--- src/rtl/dmem_arbiter.sv ---
// dmem_arbiter
//   Shares the single-port data memory between port A (CPU load/store stage)
//   and port B (debug/DMA loader). One request per port is accepted, a winner
//   is chosen (round-robin, or A-first when FIXED_PRIO=1) and exactly one DMEM
//   command is issued per transaction. Read data is returned with an rvalid
//   strobe aligned to DMEM's registered read output.
//
// Parameters
//   ADDR_W      DMEM word-address width
//   DATA_W      data width
//   FIXED_PRIO  0 = round-robin tie break, 1 = port A always wins ties
//
// Ports
//   DARB_clk, DARB_rst_n          clock, asynchronous active-low reset
//   {A,B}_req/_we/_addr/_wdata    per-port request, held until gnt is sampled
//   {A,B}_gnt                     one-cycle pulse while the command is on DMEM
//   {A,B}_rvalid, {A,B}_rdata     read return (rdata is DMEM_rdata directly)
//   DMEM_addr/_wdata/_write/_read command to DMEM, DMEM_rdata its read output
//   busy                          high while in CMD or RESP
module dmem_arbiter #(
  parameter int ADDR_W     = 8,
  parameter int DATA_W     = 32,
  parameter int FIXED_PRIO = 0
) (
  input  logic              DARB_clk,
  input  logic              DARB_rst_n,
  input  logic              A_req,
  input  logic              A_we,
  input  logic [ADDR_W-1:0] A_addr,
  input  logic [DATA_W-1:0] A_wdata,
  output logic              A_gnt,
  output logic              A_rvalid,
  output logic [DATA_W-1:0] A_rdata,
  input  logic              B_req,
  input  logic              B_we,
  input  logic [ADDR_W-1:0] B_addr,
  input  logic [DATA_W-1:0] B_wdata,
  output logic              B_gnt,
  output logic              B_rvalid,
  output logic [DATA_W-1:0] B_rdata,
  output logic [ADDR_W-1:0] DMEM_addr,
  output logic [DATA_W-1:0] DMEM_wdata,
  output logic              DMEM_write,
  output logic              DMEM_read,
  input  logic [DATA_W-1:0] DMEM_rdata,
  output logic              busy
);

  typedef enum logic [1:0] {IDLE, CMD, RESP} state_t;

  state_t state, state_d;

  logic win_b;   // latched winner: 1 = port B
  logic we_q;    // latched write flag of the transaction in flight
  logic last_b;  // last grant went to port B

  logic              arb;
  logic              pick_b;
  logic              sel_we;
  logic [ADDR_W-1:0] sel_addr;
  logic [DATA_W-1:0] sel_wdata;
  logic              a_rvalid_d;
  logic              b_rvalid_d;

  assign A_rdata = DMEM_rdata;
  assign B_rdata = DMEM_rdata;

  always_comb begin
    state_d    = state;
    arb        = 1'b0;
    a_rvalid_d = 1'b0;
    b_rvalid_d = 1'b0;
    case (state)
      IDLE, RESP: begin
        arb     = A_req | B_req;
        state_d = arb ? CMD : IDLE;
      end
      CMD: begin
        state_d    = RESP;
        a_rvalid_d = ~we_q & ~win_b;
        b_rvalid_d = ~we_q &  win_b;
      end
      default: state_d = IDLE;
    endcase

    // B wins when alone, or on a tie in round-robin mode when A was served last.
    pick_b    = B_req & (~A_req | ((FIXED_PRIO == 0) & ~last_b));
    sel_we    = pick_b ? B_we    : A_we;
    sel_addr  = pick_b ? B_addr  : A_addr;
    sel_wdata = pick_b ? B_wdata : A_wdata;
  end

  // Every output is registered from its next-cycle value, so the command and
  // gnt appear in the cycle after the sampling edge. DMEM_addr/DMEM_wdata
  // double as the latched transaction fields and hold outside CMD.
  always_ff @(posedge DARB_clk or negedge DARB_rst_n) begin
    if (!DARB_rst_n) begin
      state      <= IDLE;
      win_b      <= 1'b0;
      we_q       <= 1'b0;
      last_b     <= 1'b1;
      A_gnt      <= 1'b0;
      B_gnt      <= 1'b0;
      A_rvalid   <= 1'b0;
      B_rvalid   <= 1'b0;
      DMEM_write <= 1'b0;
      DMEM_read  <= 1'b0;
      DMEM_addr  <= '0;
      DMEM_wdata <= '0;
      busy       <= 1'b0;
    end else begin
      state      <= state_d;
      A_gnt      <= arb & ~pick_b;
      B_gnt      <= arb &  pick_b;
      DMEM_write <= arb &  sel_we;
      DMEM_read  <= arb & ~sel_we;
      A_rvalid   <= a_rvalid_d;
      B_rvalid   <= b_rvalid_d;
      busy       <= (state_d != IDLE);
      if (arb) begin
        win_b      <= pick_b;
        we_q       <= sel_we;
        last_b     <= pick_b;
        DMEM_addr  <= sel_addr;
        DMEM_wdata <= sel_wdata;
      end
    end
  end

endmodule

--- config.mk ---
export PLATFORM = sky130hd
export DESIGN_NAME = dmem_arbiter
export DESIGN_NICKNAME = d
export VERILOG_FILES = /design/src/rtl/dmem_arbiter.sv
export SDC_FILE = /design/constraint.sdc
export NUM_CORES = 1
export LEC_CHECK = 0
export CAP_MARGIN = 30
export CORE_ASPECT_RATIO = 1.25
export CORE_MARGIN = 2
export CORE_UTILIZATION = 35
export CTS_CLUSTER_DIAMETER = 40
export DETAILED_ROUTE_END_ITERATION = 6
export PLACE_DENSITY = 0.95
export SLEW_MARGIN = 20
export SYNTH_ARGS = -nofsm -noshare
export SYNTH_HDL_FRONTEND = slang
export SYNTH_SLANG_ARGS = --single-unit
--- constraint.sdc ---
create_clock -name DARB_clk -period 2.65 [get_ports DARB_clk]
set_clock_uncertainty 0.2 [all_clocks]
set_input_delay 0.3975 -clock DARB_clk [delete_from_list [all_inputs] [get_ports DARB_clk]]
set_output_delay 0.3975 -clock DARB_clk [all_outputs]
set_load 0.01 [all_outputs]
==> flow_summary.toml <==
[synthesis]
yosysSeqAreaShare_pct = 48.9
avgSynthCellArea_sq_um = 11.7
synth_cell_types = 22
synth_cells = 227
ys_seq_elements = 52
syn_area_sq_mm = 0.00266
syn_nets = 345
yosys_warnings = 0

[routing]
route.vias.total = 1967
wire_per_inst_microns = 18.4
drt_pass1_iterations = 4
drc = 0
via_per_inst = 5.06
wl_mm = 7.15
drtIter0Drc = 49
final_antenna_net_count = 0

[finish]
final_common_cell = "clkdlybuf4s50_1"
stdcell_area_sq_mm = 0.00372
diodes = 0
most-common-layout-cells = "clkdlybuf4s50_1, dfrtp_1, and2_1"
drive_above_1_share_pct = 6.73
area_growth_pct = 39.8
final_nets = 414
final_core_util_pct = 50.6
layout.cells.non_filler = 389

[power_and_ir_drop]
finalPower_mw = 2.44
power_per_cell_area_mw_per_mm2 = 656
irDropWorstVdd_mv = 0.297
p_leak_nw = 1.56

[timing]
worst_slack_ns = 0.769
rsz0062_at_grt = "no"
hold_viol = 0
fin_crit_sh_pct = 71.0
setup_viol = 0
finalCriticalPeriod_ns = 1.88
maxSlewHeadroom_pct = 63.3
clock.fmax_mhz = 532
maxSlewViolCount = 0
tightest_slew_ns = 0.551
tns_ns = 0
whs_ns = 0.264

[floorplan]
dieArea_sq_mm = 0.00833
rows = 35
die_w_microns = 82.0
core_sq_mm = 0.00736
initial_core_util_pct = 36.2
dieHeight_microns = 102
boundaryPins = 229

[placement]
dp_cells = 380
dpl_cell_area_sq_mm = 0.00360
portBuffers = 132
hpwl_mm = 5.40
place.gp.congestion = 0.680
post-place-ws_ns = 0.438

[worst_setup_path]
cp_max_fo = 30
setup.worst_path.start = "A_req"
crit_path_end_kind = "register"
arrival_ns = 1.86
path_cells = "clkdlybuf4s50_1, o21bai_4, buf_4, and2_1, a221o_1"
r2r_slack_ns = 0.82
reg2reg_to = "DMEM_wdata[19]"
worstSetupStartpointType = "primary input"
reg2reg_depth = 4
cp_top_family = "buffers and inverters"
cp_slowest_stage_delay_ns = 0.57
cp_data_required_time_ns = 2.63
rr_startpoint = "state[0]"
crit_buf_inv = 2
slowest_stage = "clkdlybuf4s50_1"
critical_path_class = "primary input to register"

[clock_tree]
htree_levels = 2
clock-sinks = 52
cts_tree = "yes"
clk_pin_slew_ns = 0.11
cts_root_buf = "clkbuf_8"
cts_max_path_buffers = 2
post_cts_buffers = 0
numCtsBuffers = 5
clock_latency_ns = 0.31

[global_route]
track_usage_pct = 16.5
grt_pass1_vias = 2063
grt_max_degree = 42
grt_pass1_wl_mm = 10.3
grt_antenna_before_repair = 0
overflow = 0

[worst_hold_path]
whs_endpoint = "A_rvalid"
min_from = "win_b"
min_path_type = "register to register"
worstHoldPathCells = 1

[outcome]
run_status = "complete, no violations"

[job]
maxCapViolations = 0
==> cell type report <==
cell class                      count  area (sq um)
Clock buffer                        5          68.8
Clock inverter                      3          46.3
Fill cell                         663          3630
Inverter                            2          7.51
Multi-Input combinational cell     96           786
Sequential cell                    52          1300
Tap cell                           92           115
Timing Repair Buffer              139          1400
==> where the power goes <==
group	switching, mW	total [mW]	internal, mW
combinational	0.316	0.851	0.534
clock	0.270	0.555	0.285
sequential	0.0844	1.04	0.953
==> synth_stat cells, drive strengths merged <==
cell	count	area (sq um)
dfrtp	51	1280
mux2i	1	10.0
o21bai	1	18.8
buf	74	562
a21o	2	15.0
and2	41	257
inv	2	7.51
nand2	1	3.75
dfstp	1	26.3
nor3b	2	20.0
a21oi	1	5.00
nor2	2	7.51
nand2b	1	6.26
clkbuf	3	11.3
a21boi	1	11.3
nor2b	2	20.0
nor3	1	5.00
a221o	40	400
==> cell families (layout without fill, tap and decap cells) <==
| family | Yosys count | after routing | share of synthesized area, % |
|---|---|---|---|
| buffers and inverters | 79 | 149 | 21.8 |
| DFF | 52 | 52 | 48.9 |
| and+or+nand+nor | 50 | 50 | 12.0 |
| AOI/OAI and AO/OA | 45 | 45 | 16.9 |
| muxes | 1 | 1 | 0.376 |
==> metal layers <==
metal	up-vias	global-route usage [%]	wire length, microns
li1	872	-	-
met1	950	16.4	2430
met2	93	30.0	3720
met3	52	3.39	568
met4	0	11.4	429
met5	-	0	0
==> worst reg2reg max path, stage by stage, from the launching register on <==
cell      delay, ns
dfrtp_1        0.48
o21bai_4       0.29
buf_4          0.26
and2_1         0.19
a221o_1        0.27
==> worst max path at each step <==
| stage | cells after the start | to | slack [ns] |
|---|---|---|---|
| finish | 5 | DMEM_wdata[19] | 0.77 |
| global route | 5 | DMEM_addr[2] | 0.66 |
| CTS | 5 | DMEM_wdata[27] | 0.76 |
| detailed placement | 5 | DMEM_wdata[27] | 0.44 |
| global placement | 5 | DMEM_addr[6] | 0.50 |
| floorplan | 5 | DMEM_addr[0] | 1.09 |
==> sequential cells by signal, summed over array words and instances (netlist names) <==
register	flops
DMEM_wdata	32
DMEM_addr	8
state	2
A_gnt	1
A_rvalid	1
B_gnt	1
B_rvalid	1
DMEM_read	1
DMEM_write	1
busy	1
last_b	1
we_q	1
win_b	1
==> timing repair <==
item,CTS,global route
gates resized for setup,0,0
hold buffers,1,0
hold endpoints to repair,22,0
endpoints found under the setup margin,0,0
(Power assumes the default switching activity.)
